File: config.mk
export PLATFORM = sky130hd
export DESIGN_NAME = strobe_sync_rx_multi
export DESIGN_NICKNAME = d
export VERILOG_FILES = /design/src/rtl/strobe_sync_rx_multi.sv
export SDC_FILE = /design/constraint.sdc
export NUM_CORES = 1
export LEC_CHECK = 0
export ABC_AREA = 1
export CORE_UTILIZATION = 42
export DETAILED_ROUTE_END_ITERATION = 10
export GPL_ROUTABILITY_DRIVEN = 0
export PLACE_DENSITY = 0.77
export SKIP_CTS_REPAIR_TIMING = 1
export SLEW_MARGIN = 20
export SYNTH_ARGS = -nofsm -noshare
export SYNTH_HDL_FRONTEND = slang
export SYNTH_SLANG_ARGS = --single-unit
File: constraint.sdc
create_clock -name clk -period 2.65 [get_ports clk]
set_clock_uncertainty 0.2 [all_clocks]
set_input_delay 0.6625 -clock clk [delete_from_list [all_inputs] [get_ports clk]]
set_output_delay 0.6625 -clock clk [all_outputs]
set_load 0.05 [all_outputs]
File: src/rtl/strobe_sync_rx_multi.sv
// strobe_sync_rx_multi
// Receive-side synchroniser for toggle-encoded events crossing into this
// clock domain, replicated per channel. Each level change of toggle_in is
// turned into a one-cycle strobe (with registered fan-out copies), the
// accompanying data word is captured, and a saturating pending count is
// kept until the consumer acknowledges each event.
//
// Ports:
//   clk            consumer-domain clock
//   rst            asynchronous active-high reset
//   toggle_in      per-channel toggle flag from the foreign domain
//   data_in        per-channel data word, stable while its toggle settles
//   ack_in         per-channel acknowledge, one pulse consumes one event
//   clr_ovf        per-channel clear of the sticky overflow flag
//   strobe_out     per-channel one-cycle event strobe
//   strobe_out_dup NUM_DUP copies of strobe_out, copy d of channel c at d*NUM_CH+c
//   data_out       per-channel data captured with the strobe
//   pending        per-channel pending count is non-zero
//   pend_cnt       per-channel pending count
//   overflow       per-channel sticky flag: event arrived at a saturated count
//   ready          high once post-reset settling has completed
module strobe_sync_rx_multi #(
    parameter int NUM_CH      = 4,
    parameter int WIDTH       = 8,
    parameter int SYNC_STAGES = 2,
    parameter int NUM_DUP     = 3,
    parameter int CNT_W       = 4
) (
    input  logic                      clk,
    input  logic                      rst,
    input  logic [NUM_CH-1:0]         toggle_in,
    input  logic [NUM_CH*WIDTH-1:0]   data_in,
    input  logic [NUM_CH-1:0]         ack_in,
    input  logic [NUM_CH-1:0]         clr_ovf,
    output logic [NUM_CH-1:0]         strobe_out,
    output logic [NUM_DUP*NUM_CH-1:0] strobe_out_dup,
    output logic [NUM_CH*WIDTH-1:0]   data_out,
    output logic [NUM_CH-1:0]         pending,
    output logic [NUM_CH*CNT_W-1:0]   pend_cnt,
    output logic [NUM_CH-1:0]         overflow,
    output logic                      ready
);

    localparam int SET_W = $clog2(SYNC_STAGES + 1) + 1;
    localparam logic [CNT_W-1:0] CNT_MAX = {CNT_W{1'b1}};

    logic [SYNC_STAGES-1:0]    sync_q [NUM_CH];
    logic [NUM_CH-1:0]         prv_q;
    logic [SET_W-1:0]          settle_q;
    logic                      ready_q;
    logic [NUM_CH-1:0]         ev;
    logic [NUM_CH-1:0]         strobe_q;
    logic [NUM_DUP*NUM_CH-1:0] dup_q;
    logic [NUM_CH*WIDTH-1:0]   data_q;
    logic [NUM_CH*CNT_W-1:0]   cnt_q, cnt_d;
    logic [NUM_CH-1:0]         pend_q, pend_d;
    logic [NUM_CH-1:0]         ovf_q, ovf_d;
    logic [CNT_W-1:0]          cur, nxt;
    logic                      ovf_set;

    // Synchroniser chains run even before ready so that a level held
    // through reset is absorbed into prv_q instead of becoming an event.
    always_ff @(posedge clk or posedge rst) begin
        if (rst) begin
            for (int c = 0; c < NUM_CH; c++) begin
                sync_q[c] <= '0;
            end
            prv_q <= '0;
        end else begin
            for (int c = 0; c < NUM_CH; c++) begin
                sync_q[c] <= {sync_q[c][SYNC_STAGES-2:0], toggle_in[c]};
                prv_q[c]  <= sync_q[c][SYNC_STAGES-1];
            end
        end
    end

    // Settle: ready after SYNC_STAGES+1 cycles out of reset, then sticks.
    always_ff @(posedge clk or posedge rst) begin
        if (rst) begin
            settle_q <= '0;
            ready_q  <= 1'b0;
        end else if (!ready_q) begin
            if (settle_q == SET_W'(SYNC_STAGES)) begin
                ready_q <= 1'b1;
            end else begin
                settle_q <= settle_q + 1'b1;
            end
        end
    end

    // Edge detect, masked until the chains have settled.
    always_comb begin
        ev = '0;
        for (int c = 0; c < NUM_CH; c++) begin
            ev[c] = ready_q & (sync_q[c][SYNC_STAGES-1] ^ prv_q[c]);
        end
    end

    // Strobe, its fan-out copies and data capture. Every duplicate is a
    // separate flop fed from ev so that each copy drives its own load
    // group; they are intentionally redundant and must stay distinct.
    always_ff @(posedge clk or posedge rst) begin
        if (rst) begin
            strobe_q <= '0;
            dup_q    <= '0;
            data_q   <= '0;
        end else begin
            strobe_q <= ev;
            for (int d = 0; d < NUM_DUP; d++) begin
                for (int c = 0; c < NUM_CH; c++) begin
                    dup_q[d*NUM_CH + c] <= ev[c];
                end
            end
            for (int c = 0; c < NUM_CH; c++) begin
                if (ev[c]) begin
                    data_q[c*WIDTH +: WIDTH] <= data_in[c*WIDTH +: WIDTH];
                end
            end
        end
    end

    // Pending counter next state. A strobe together with an ack cancels
    // out, so neither saturation nor underflow applies in that case.
    always_comb begin
        cnt_d   = cnt_q;
        pend_d  = pend_q;
        ovf_d   = ovf_q;
        cur     = '0;
        nxt     = '0;
        ovf_set = 1'b0;
        for (int c = 0; c < NUM_CH; c++) begin
            cur     = cnt_q[c*CNT_W +: CNT_W];
            nxt     = cur;
            ovf_set = 1'b0;
            if (strobe_q[c] && !ack_in[c]) begin
                if (cur == CNT_MAX) begin
                    ovf_set = 1'b1;
                end else begin
                    nxt = cur + 1'b1;
                end
            end else if (!strobe_q[c] && ack_in[c] && (cur != '0)) begin
                nxt = cur - 1'b1;
            end
            cnt_d[c*CNT_W +: CNT_W] = nxt;
            pend_d[c] = (nxt != '0);
            // Set wins over a simultaneous clear.
            ovf_d[c]  = ovf_set | (ovf_q[c] & ~clr_ovf[c]);
        end
    end

    always_ff @(posedge clk or posedge rst) begin
        if (rst) begin
            cnt_q  <= '0;
            pend_q <= '0;
            ovf_q  <= '0;
        end else begin
            cnt_q  <= cnt_d;
            pend_q <= pend_d;
            ovf_q  <= ovf_d;
        end
    end

    assign strobe_out     = strobe_q;
    assign strobe_out_dup = dup_q;
    assign data_out       = data_q;
    assign pending        = pend_q;
    assign pend_cnt       = cnt_q;
    assign overflow       = ovf_q;
    assign ready          = ready_q;

endmodule

# Word-level counts from Yosys, hierarchy flattened
# Index checks and enable logic that the tools add are counted.
[totals]
register_bits = 88
latch_bits = 0
mem_bits_rw = 0
rom_bits = 0
inputBits = 46
wordCells = 103
memories = 0
[op_classes]
add_sub_neg = 9
mul = 0
div = 0
n_lt_le_gt_ge = 0
eq_ne = 5
n_shift = 0
mux = 22
n_bitwise = 22
n_reduce_logical = 29
[op_table]
columns = ["cell", "n"]
rows = [
  ["$mux 4", 12],
  ["$reduce_bool 4->1", 8],
  ["$add 4x1->4 const B", 4],
  ["$eq 4x4->1 const B", 4],
  ["$sub 4x1->4 const B", 4],
  ["$logic_and 1x1->1", 12],
  ["$mux 1", 10],
  ["$and 1x1->1", 8],
  ["$logic_not 1->1", 8],
  ["$not 1->1", 6],
  ["$or 1x1->1", 4],
  ["$xor 1x1->1", 4],
  ["$add 3x1->3 const B", 1],
  ["$eq 3x2->1 const B", 1],
  ["$reduce_and 2->1", 1],
]

# Logic depth before layout (Yosys ltp)
# Gate-level depths: netlist of the first run.
[logic_depth]
depth_word = 6
depth_mapped = 11
ltp_nobuf = 11

# Least setup slack after synthesis of the first run
# No wires, ideal clock.
[synth_timing]
path_type = "flip-flop to flip-flop"
from = "register cnt_q[8] (netlist: pend_cnt[8])"
to = "register pend_q[2] (netlist: pending[2])"
setup_time_ns = 0.131
arrival_ns = 1.608
required_ns = 2.319
path_slack_ns = 0.711
stages_incl_launch_ff = 9
path_buffers = 0
period_less_slack_ns = 1.939
cell_sequence = "dfrtp_1 -> inv_1 -> ha_1 -> nand3_1 -> nand2_1 -> nand2_1 -> nand2_1 -> a21oi_1 -> nand3_1"
[synth_via]
elab_chain_cells = 5
[synth_lines]
columns = ["item", "line", "source"]
rows = [
  ["start, declared", "55", "logic [NUM_CH*CNT_W-1:0] cnt_q, cnt_d;"],
  ["start signal, assigned", "157", "cnt_q <= cnt_d;"],
  ["branches (longest 3 deep; another with $sub 4x1->4)", "--", ""],
  ["$mux 4 (*)", "135", "if (strobe_q[c] && !ack_in[c]) begin"],
  ["$reduce_bool 4->1 (*)", "145", "pend_d[c] = (nxt != '0);"],
  ["named net pend_d[2]", "56", "logic [NUM_CH-1:0] pend_q, pend_d;"],
  ["end signal, assigned", "158", "pend_q <= pend_d;"],
  ["end, declared", "56", ""],
]
# Mark *: on every way through the listed nets, which the timed path passes.
# A chain may end at the register's enable or synchronous reset.

# Worst setup path in the final report of the first run
[layout_timing]
from = "register cnt_q[10] (netlist: pend_cnt[10])"
to = "output port pend_cnt[10]"
[layout_lines]
columns = ["item", "line", "source"]
rows = [
  ["end, declared", "39", "output logic [NUM_CH*CNT_W-1:0] pend_cnt,"],
]
# No word-level cell between the ends.

==> results of run 1 <==
## flip-flops by register name, summed over array words and instances (netlist names)
register	count
prv_q	4
pend_cnt	16
data_out	32
settle_q	3
strobe_out_dup	4
pending	4
overflow	4
sync_q	8
ready	1
## report_power, final
group | internal (µW) | switching, µW
Combinational | 781 | 1560
Clock | 443 | 434
Sequential | 1380 | 242
## cells by family (layout without fill, tap and decap cells)
group / after synthesis / in the layout / synth area share
xor+xnor: 2 / 2 / 0.00481
flops: 76 / 76 / 0.522
buf+inv: 76 / 201 / 0.0907
simple gates: 251 / 251 / 0.310
fa+ha+maj: 10 / 10 / 0.0343
compound gates: 26 / 26 / 0.0381
## Yosys cell counts, types with 3 or more instances
cell	n
a21oi_1	8
buf_4	12
dfrtp_1	76
ha_1	10
inv_1	52
inv_2	12
nand2_1	164
nand2_2	6
nand3_1	32
nand4_1	6
nor2_1	27
nor2_2	3
nor3_4	4
o21ai_0	11
o22ai_1	3
## path summary, 6_finish.rpt
| check | startpoint | endpoint | slack [ns] | cells after the start |
|---|---|---|---|---|
| worst max-delay path | pend_cnt[10] | pend_cnt[10] | 0.09 | 1 |
| worst min-delay path | sync_q[2] | sync_q[3] | 0.16 | 0 |
| worst max register to register | pend_cnt[8] | pending[2] | 0.86 | 9 |
| worst min register to register | sync_q[2] | sync_q[3] | 0.16 | 0 |
| max in group asynchronous | rst | data_out[25] | 1.38 | 3 |
| min in group asynchronous | rst | pend_cnt[9] | 0.56 | 3 |
## per-layer routing
| layer | GRT usage | vias to the layer above | share of wire | wire [µm] |
|---|---|---|---|---|
| met5 | 0 | - | 0 | 0 |
| met4 | 0.0530 | 0 | 0.0095 | 74 |
| met3 | 0.0582 | 8 | 0.057 | 447 |
| met2 | 0.321 | 93 | 0.50 | 3890 |
| met1 | 0.225 | 1453 | 0.43 | 3380 |
| li1 | - | 1597 | - | - |
## per-stage QoR
step / area (µm²) / power, µW / cells
finish: 5100 / 4840 / 671
global route: 5100 / 5170 / 671
CTS: 5100 / 4890 / 671
detailed placement: 4900 / 3990 / 655
global placement: 4900 / 3930 / 655
floorplan: 3650 / 3230 / 441
## layout make-up
cell class / instances / area (µm²)
tap: 105 / 131
sequential: 76 / 1900
inverter: 64 / 244
clock buffer: 10 / 128
timing repair buffer: 121 / 1220
clock inverter: 6 / 71.3
multi-input combinational: 289 / 1410
fill: 702 / 3200
==> results.md, run 1 <==
- Status: finished clean
- GRT overflow: 0
- DR vias: 3,151
- Crit-path cells: clkdlybuf4s50_1
- Vias in the first global route: 2,956
- Mean Syn Cell Area: 8.26 µm²
- Die height: 95.1 µm
- H-tree depth: 3
- Pre-CTS setup slack: 0.393 ns
- Slew margin rel.: 0.650
- Drt wl/cell: 11.6 µm
- Hpwl dp: 5.93 mm
- Clock Sinks: 76
- Slowest stage delay, CP: 0.86 ns
- Crit. End Element: output port
- Largest net degree at the start of global routing: 77
- Synthesized area: 3640 µm²
- Max Slew Vio Count: 0
- I/O Pins: 119
- WHS: 0.159 ns
- Hold Fails Final Rpt: 0
- Longest Clk Path Bufs: 2
- CTS tree: yes
- Via-per-instance ratio: 4.70
- CP delay by family, top: buffers and inverters
- Total core area: 8300 µm²
- Period utilization: 0.966
- Num CTS Buffers: 9
- Row count: 33
- Starting Density: 0.439
- Layout cell share with drive strength beyond 1: 0.0901
- Final worst path period need: 2.56 ns
- EDFF count, synth: 0
- Max-cap violations: 0
- Hold/Removal Path Class: flop to flop
- FMAX: 391 MHz
- CP max-delay cell: clkdlybuf4s50_1
- Max VDD drop: 0.458 mV
- Post-Syn Nets: 497
- Area share of the largest cell type after synthesis: 0.522
- Overall Global Routing Usage: 0.187
- Power density of the placed cells: 948 nW/µm²
- First-pass GRT wire length: 13.0 mm
- Startpoint types: flop
- Tightest Pin Transition: 0.524 ns
- Total Neg Setup Slack: 0 ns
- Root Driver: clkbuf_8
- Post-synthesis register bit count: 76
- Final setup vio count: 0
- Synth warn: 0
- N_diodes: 0
- Commonest cells after routing, fill and taps aside: 164 x nand2_1, 118 x clkdlybuf4s50_1, 76 x dfrtp_1
- Synth area leader: dfrtp_1
- Area Overhead vs Synth: 40.1%
- RSZ-0062 raised after global routing: no
- Worst Setup Slack, final: 0.0905 ns
- Die Wd: 95.1 µm
- Buf+Inv Stages, Crit Path: 1
- Ys flop type: dfrtp_1
- Critical path class: flop to output port
- Yosys cell types: 24
- Pre-Repair DR Iteration Count: 7
- Die ar.: 9050 µm²
- Wirelength, routed: 7.80 mm
- Final net count: 617
- P_leak: 0.00255 µW
- Post-route ant nets: 0
- Finished Core Util: 0.615
- Sequential element share of the synthesized area: 0.522
- Clock slew seen by the registers of the worst setup and hold paths: 0.08 ns
- Most common cell after layout, fill and taps aside: nand2_1
- CP Data Required Time: 1.79 ns
- Ys async rst share: 1.00
- Initial antenna violation count: 0
- Synth area leaders: dfrtp_1 52%, nand2_1 17%, inv_1 5.4%
- Worst-Skew Late Latency: 0.35 ns
- Syn Inst Count: 441
- Port Buf Inserts: 118
- Initial DRC count: 93
- Worst-path fanout max: 8
- Worst path arrival time: 1.70 ns
- Drt drc: 0
(Power assumes the default switching activity.)
==> run 2, diff against run 1 <==
--- a/config.mk
+++ b/config.mk
@@ -6,6 +6,7 @@
 export NUM_CORES = 1
 export LEC_CHECK = 0
 export ABC_AREA = 1
+export CORE_ASPECT_RATIO = 0.5
 export CORE_UTILIZATION = 42
 export DETAILED_ROUTE_END_ITERATION = 10
 export GPL_ROUTABILITY_DRIVEN = 0
==> results.md, run 2 (synthesis gave the netlist of run 1 again) <==
- Status: finished clean (unchanged)
- Hold Fails Final Rpt: 0 (unchanged)
- Worst-path fanout max: 8 (unchanged)
- Slew margin rel.: 0.645 (was 0.650)
- Highest routed layer: met4 (unchanged)
- Area Overhead vs Synth: 42.7% (was 40.1%)
- Buf+Inv Stages, Crit Path: 1 (unchanged)
- GRT overflow: 0 (unchanged)
- Number of flip-flops in the largest register: 32 (unchanged)
- CP Data Required Time: 1.79 ns (about the same)
- Num CTS Buffers: 9 (unchanged)
- Overall Global Routing Usage: 0.181 (was 0.187)
- Via-per-instance ratio: 4.54 (was 4.70)
- WL met1: 3.66 mm (was 3.38 mm)
- Hpwl dp: 6.04 mm (was 5.93 mm)
- Post-route ant nets: 0 (unchanged)
- Worst Setup Slack, final: 0.0992 ns (was 0.0905 ns)
- Max VDD drop: 0.500 mV (was 0.458 mV)
- Power density of the placed cells: 980 nW/µm² (was 948 nW/µm²)
- I/O Pins: 119 (unchanged)
- Longest Clk Path Bufs: 2 (unchanged)
- Most common cell after layout, fill and taps aside: nand2_1 (unchanged)
- Worst-Skew Late Latency: 0.33 ns (was 0.35 ns)
- Max-cap violations: 0 (unchanged)
- Startpoint types: flop (unchanged)
- Post-DP Area: 4910 µm² (was 4900 µm²)
- Slowest stage delay, CP: 0.86 ns (about the same)
- Clock slew seen by the registers of the worst setup and hold paths: 0.06 ns (was 0.08 ns)
- Crit-path cells: clkdlybuf4s50_1 (unchanged)
- Tightest Pin Transition: 0.531 ns (was 0.524 ns)
- Port Buf Inserts: 118 (unchanged)
- Row count: 23 (was 33)
- Initial DRC count: 114 (was 93)
- Commonest cells after routing, fill and taps aside: 164 x nand2_1, 118 x clkdlybuf4s50_1, 76 x dfrtp_1 (unchanged)
- Final net count: 617 (unchanged)
- DR vias: 3,078 (was 3,151)
- First-pass GRT wire length: 12.7 mm (was 13.0 mm)
- Drt wl/cell: 11.7 µm (was 11.6 µm)
- Clock Sinks: 76 (unchanged)
- Setup slack, reg-to-reg: 0.85 ns (was 0.86 ns)
- Vias in the first global route: 2,724 (was 2,956)
- Pre-Repair DR Iteration Count: 4 (was 7)
- Root Driver: clkbuf_16 (was clkbuf_8)
- Initial antenna violation count: 0 (unchanged)
- CP delay by family, top: buffers and inverters (unchanged)
- Fillers: 711 (was 702)
- Wirelength, routed: 7.93 mm (was 7.80 mm)
- Met2 wire length: 3.82 mm (was 3.89 mm)
- N_diodes: 0 (unchanged)
- P_leak: 0.00260 µW (was 0.00255 µW)
- Pre-CTS setup slack: 0.391 ns (was 0.393 ns)
- Final worst path period need: 2.55 ns (was 2.56 ns)
- Final setup vio count: 0 (unchanged)
- Die height: 67.9 µm (was 95.1 µm)
- Die ar.: 9070 µm² (was 9050 µm²)
- H-tree depth: 3 (unchanged)
- Metal3 WL: 360 µm (was 447 µm)
- Worst path arrival time: 1.69 ns (was 1.70 ns)
- Critical path class: flop to output port (unchanged)
- Crit. End Element: output port (unchanged)
- Period utilization: 0.963 (was 0.966)
- Drt drc: 0 (unchanged)
- Cell area after layout: 5200 µm² (was 5100 µm²)
- Largest net degree at the start of global routing: 41 (was 77)
- Layout cell share with drive strength beyond 1: 0.0919 (was 0.0901)
- Starting Density: 0.444 (was 0.439)
- RSZ-0062 raised after global routing: no (unchanged)
- Max Slew Vio Count: 0 (unchanged)
- Die Wd: 134 µm (was 95.1 µm)
- Total Neg Setup Slack: 0 ns (unchanged)
- Hold/Removal Path Class: flop to flop (unchanged)
- CP max-delay cell: clkdlybuf4s50_1 (unchanged)
- FMAX: 392 MHz (was 391 MHz)
- Total core area: 8200 µm² (was 8300 µm²)
- CTS tree: yes (unchanged)
## run 2: changes by cell type in the layout (fill, tap and decap cells not counted)
cell / change
clkbuf_16: +9
clkbuf_8: -8
clkinv_4: +2
bufinv_16: -1
clkbuf_1: -1
clkinv_2: +1
clkinvlp_4: -1
inv_6: -1
## run 2: where the power goes
group	total (µW)	switching (µW)	leakage [µW]	internal (µW)
clock network	1140	477	0.000139	665
logic	2310	1540	0.00155	773
registers	1640	257	0.000906	1380
total	5090	2280	0.00260	2820
## run 2: final timing paths
check,cells past startpoint,end,from
max,1,pend_cnt[2],pend_cnt[2]
min,0,sync_q[7],sync_q[6]
max reg2reg,9,pending[2],pend_cnt[8]
min reg2reg,0,sync_q[7],sync_q[6]
max in group asynchronous,3,data_out[30],rst
min in group asynchronous,2,sync_q[2],rst
## run 2: per-stage QoR
step	total power (µW)	hold WS, ns	util	cells
global route	5430	0.157	0.634	678
CTS	5130	0.149	0.634	678
finish	5090	0.149	0.634	678
global placement	3930	0.132	0.599	662
detailed placement	3970	0.135	0.599	662
floorplan	3230	0.131	-	441
## run 2: final cells by class
cell class / instances / area (µm²) / area share
multi-input combinational: 289 / 1410 / 0.271
timing repair buffer: 121 / 1220 / 0.234
sequential: 76 / 1900 / 0.366
inverter: 64 / 244 / 0.0469
clock inverter: 6 / 47.5 / 0.00914
tap: 112 / 140 / 0.0269
clock buffer: 10 / 239 / 0.0460
## run 2: layer usage
layer | GRT usage | up-vias
li1 | - | 1596
met1 | 0.229 | 1403
met2 | 0.301 | 71
met3 | 0.0556 | 8
met4 | 0.0597 | 0
met5 | 0 | -
==> run 3, diff against run 2 <==
--- a/config.mk
+++ b/config.mk
@@ -6,7 +6,7 @@
 export NUM_CORES = 1
 export LEC_CHECK = 0
 export ABC_AREA = 1
-export CORE_ASPECT_RATIO = 0.5
+export CORE_ASPECT_RATIO = 2
 export CORE_UTILIZATION = 42
 export DETAILED_ROUTE_END_ITERATION = 10
 export GPL_ROUTABILITY_DRIVEN = 0
==> results.md, run 3 (synthesis gave the netlist of run 1 again) <==
- Crit. End Element: output port (unchanged)
- First-pass GRT wire length: 13.3 mm (was 12.7 mm)
- Final setup vio count: 0 (unchanged)
- Vias in the first global route: 3,062 (was 2,724)
- Post-DP Area: 4880 µm² (was 4910 µm²)
- P_leak: 0.00259 µW (was 0.00260 µW)
- H-tree depth: 3 (unchanged)
- Switching pwr: 2230 µW (was 2280 µW)
- Slew margin rel.: 0.631 (was 0.645)
- Crit-path cells: clkdlybuf4s50_1 (unchanged)
- Layout cell share with drive strength beyond 1: 0.0820 (was 0.0919)
- CP max-delay cell: clkdlybuf4s50_1 (unchanged)
- Power density of the placed cells: 1000 nW/µm² (was 980 nW/µm²)
- Slowest stage delay, CP: 0.85 ns (was 0.86 ns)
- FMAX: 397 MHz (was 392 MHz)
- Row count: 47 (was 23)
- Die height: 134 µm (was 67.9 µm)
- Max VDD drop: 0.551 mV (was 0.500 mV)
- Drt wl/cell: 12.4 µm (was 11.7 µm)
- Drt drc: 0 (unchanged)
- Max Slew Vio Count: 0 (unchanged)
- Num CTS Buffers: 9 (unchanged)
- Worst R2R Path Depth: 9 (unchanged)
- Reg2reg end: pending[2] (unchanged)
- Total Neg Setup Slack: 0 ns (unchanged)
- Tightest Pin Transition: 0.552 ns (was 0.531 ns)
- Max-cap violations: 0 (unchanged)
- Clock Sinks: 76 (unchanged)
- Setup slack, reg-to-reg: 0.81 ns (was 0.85 ns)
- Via-per-instance ratio: 4.85 (was 4.54)
- CTS tree: yes (unchanged)
- Clock slew seen by the registers of the worst setup and hold paths: 0.05 ns (was 0.06 ns)
- Worst-path fanout max: 7 (was 8)
- Final net count: 615 (was 617)
- Worst Setup Slack, final: 0.133 ns (was 0.0992 ns)
- Non-filler instance count after layout: 659 (was 678)
- Startpoint types: flop (unchanged)
- Critical path class: flop to output port (unchanged)
- Initial antenna violation count: 0 (unchanged)
- I/O Pins: 119 (unchanged)
- Hold Fails Final Rpt: 0 (unchanged)
- Fillers: 740 (was 711)
- Wirelength, routed: 8.20 mm (was 7.93 mm)
- Die Wd: 67.9 µm (was 134 µm)
- Hold/Removal Path Class: flop to flop (unchanged)
- Worst path arrival time: 1.65 ns (was 1.69 ns)
- Largest net degree at the start of global routing: 77 (was 41)
- Port Buf Inserts: 118 (unchanged)
- Buf+Inv Stages, Crit Path: 1 (unchanged)
- Critical Path Stages: 1 (unchanged)
- P_int: 2960 µW (was 2820 µW)
- Cell area after layout: 5170 µm² (was 5200 µm²)
- RSZ-0062 raised after global routing: no (unchanged)
- Number of flip-flops in the largest register: 32 (unchanged)
- Final worst path period need: 2.52 ns (was 2.55 ns)
- Reg-to-Reg Start: pend_cnt[8] (unchanged)
- Post-route ant nets: 0 (unchanged)
- Starting Density: 0.436 (was 0.444)
- End point of the critical path: pend_cnt[14] (was pend_cnt[2])
- Switching share of power: 0.429 (was 0.447)
- CP Data Required Time: 1.79 ns (about the same)
- Worst-Skew Late Latency: 0.32 ns (was 0.33 ns)
- Initial DRC count: 120 (was 114)
- Pre-Repair DR Iteration Count: 5 (was 4)
- Period utilization: 0.950 (was 0.963)
- Crit path from: pend_cnt[14] (was pend_cnt[2])
- Combinational Power Share: 0.449 (was 0.454)
- Die ar.: 9070 µm² (unchanged)
- Status: finished clean (unchanged)
- Flop pwr share: 0.317 (was 0.322)
- Commonest cells after routing, fill and taps aside: 164 x nand2_1, 118 x clkdlybuf4s50_1, 76 x dfrtp_1 (unchanged)
- N_diodes: 0 (unchanged)
- Overall Global Routing Usage: 0.194 (was 0.181)
- Longest Clk Path Bufs: 2 (unchanged)
- Placed Cells: 646 (was 662)
- Area Overhead vs Synth: 42.0% (was 42.7%)
- Pre-CTS setup slack: 0.360 ns (was 0.391 ns)
- Total core area: 8350 µm² (was 8200 µm²)
- Hpwl dp: 6.32 mm (was 6.04 mm)
- Root Driver: clkbuf_16 (unchanged)
- Clock network fraction of design power: 0.234 (was 0.224)
- DR vias: 3,199 (was 3,078)
- GRT overflow: 0 (unchanged)
- CP delay by family, top: buffers and inverters (unchanged)
- Most common cell after layout, fill and taps aside: nand2_1 (unchanged)
## run 3: changes by cell type in the layout (fill, tap and decap cells not counted)
cell / previous run / this run
clkinv_4: 3 / 0
buf_4: 2 / 0
clkbuf_1: 0 / 1
inv_6: 1 / 0
clkinvlp_4: 2 / 1
bufinv_16: 0 / 2
clkbuf_8: 1 / 0
## run 3: layout make-up
class,count,area [µm²],share of cell area
flip-flops and latches,76,1900,0.368
well taps,98,123,0.0237
multi-input cells,289,1410,0.273
clock buffers,10,229,0.0442
clock inverters,3,65.1,0.0126
repair buffers,119,1200,0.232
inverters,64,244,0.0471
## run 3: how the worst min path moves through the flow
stage	start	to	slack, ns	cells after the start
5_1_grt	sync_q[0]	sync_q[1]	0.16	0
3_5_place_dp	sync_q[4]	sync_q[5]	0.13	0
4_1_cts	sync_q[4]	sync_q[5]	0.15	0
6_report	sync_q[2]	sync_q[3]	0.14	0
2_1_floorplan	sync_q[0]	sync_q[1]	0.13	0
3_3_place_gp	sync_q[2]	sync_q[3]	0.13	0
## run 3: per-stage QoR
step | util | hold WS, ns | total power [µW]
global placement | 0.585 | 0.133 | 3920
detailed placement | 0.585 | 0.135 | 3990
global route | 0.620 | 0.160 | 5490
finish | 0.620 | 0.144 | 5180
floorplan | - | 0.131 | 3230
CTS | 0.620 | 0.147 | 5220
## run 3: layer usage
layer / track usage / vias up / share of wire
met1: 0.205 / 1488 / 0.37
met3: 0.0462 / 21 / 0.057
met4: 0.106 / 0 / 0.033
met5: 0 / - / 0
met2: 0.338 / 107 / 0.54
li1: - / 1583 / -
## run 3: power by group through the flow
| stage | clock, µW | combinational [µW] | sequential (µW) |
|---|---|---|---|
| 2_1_floorplan | 0 | 885 | 2350 |
| 3_3_place_gp | 0 | 2270 | 1650 |
| 3_5_place_dp | 0 | 2340 | 1650 |
| 4_1_cts | 1250 | 2340 | 1640 |
| 5_1_grt | 1300 | 2530 | 1670 |
| 6_report | 1210 | 2330 | 1640 |
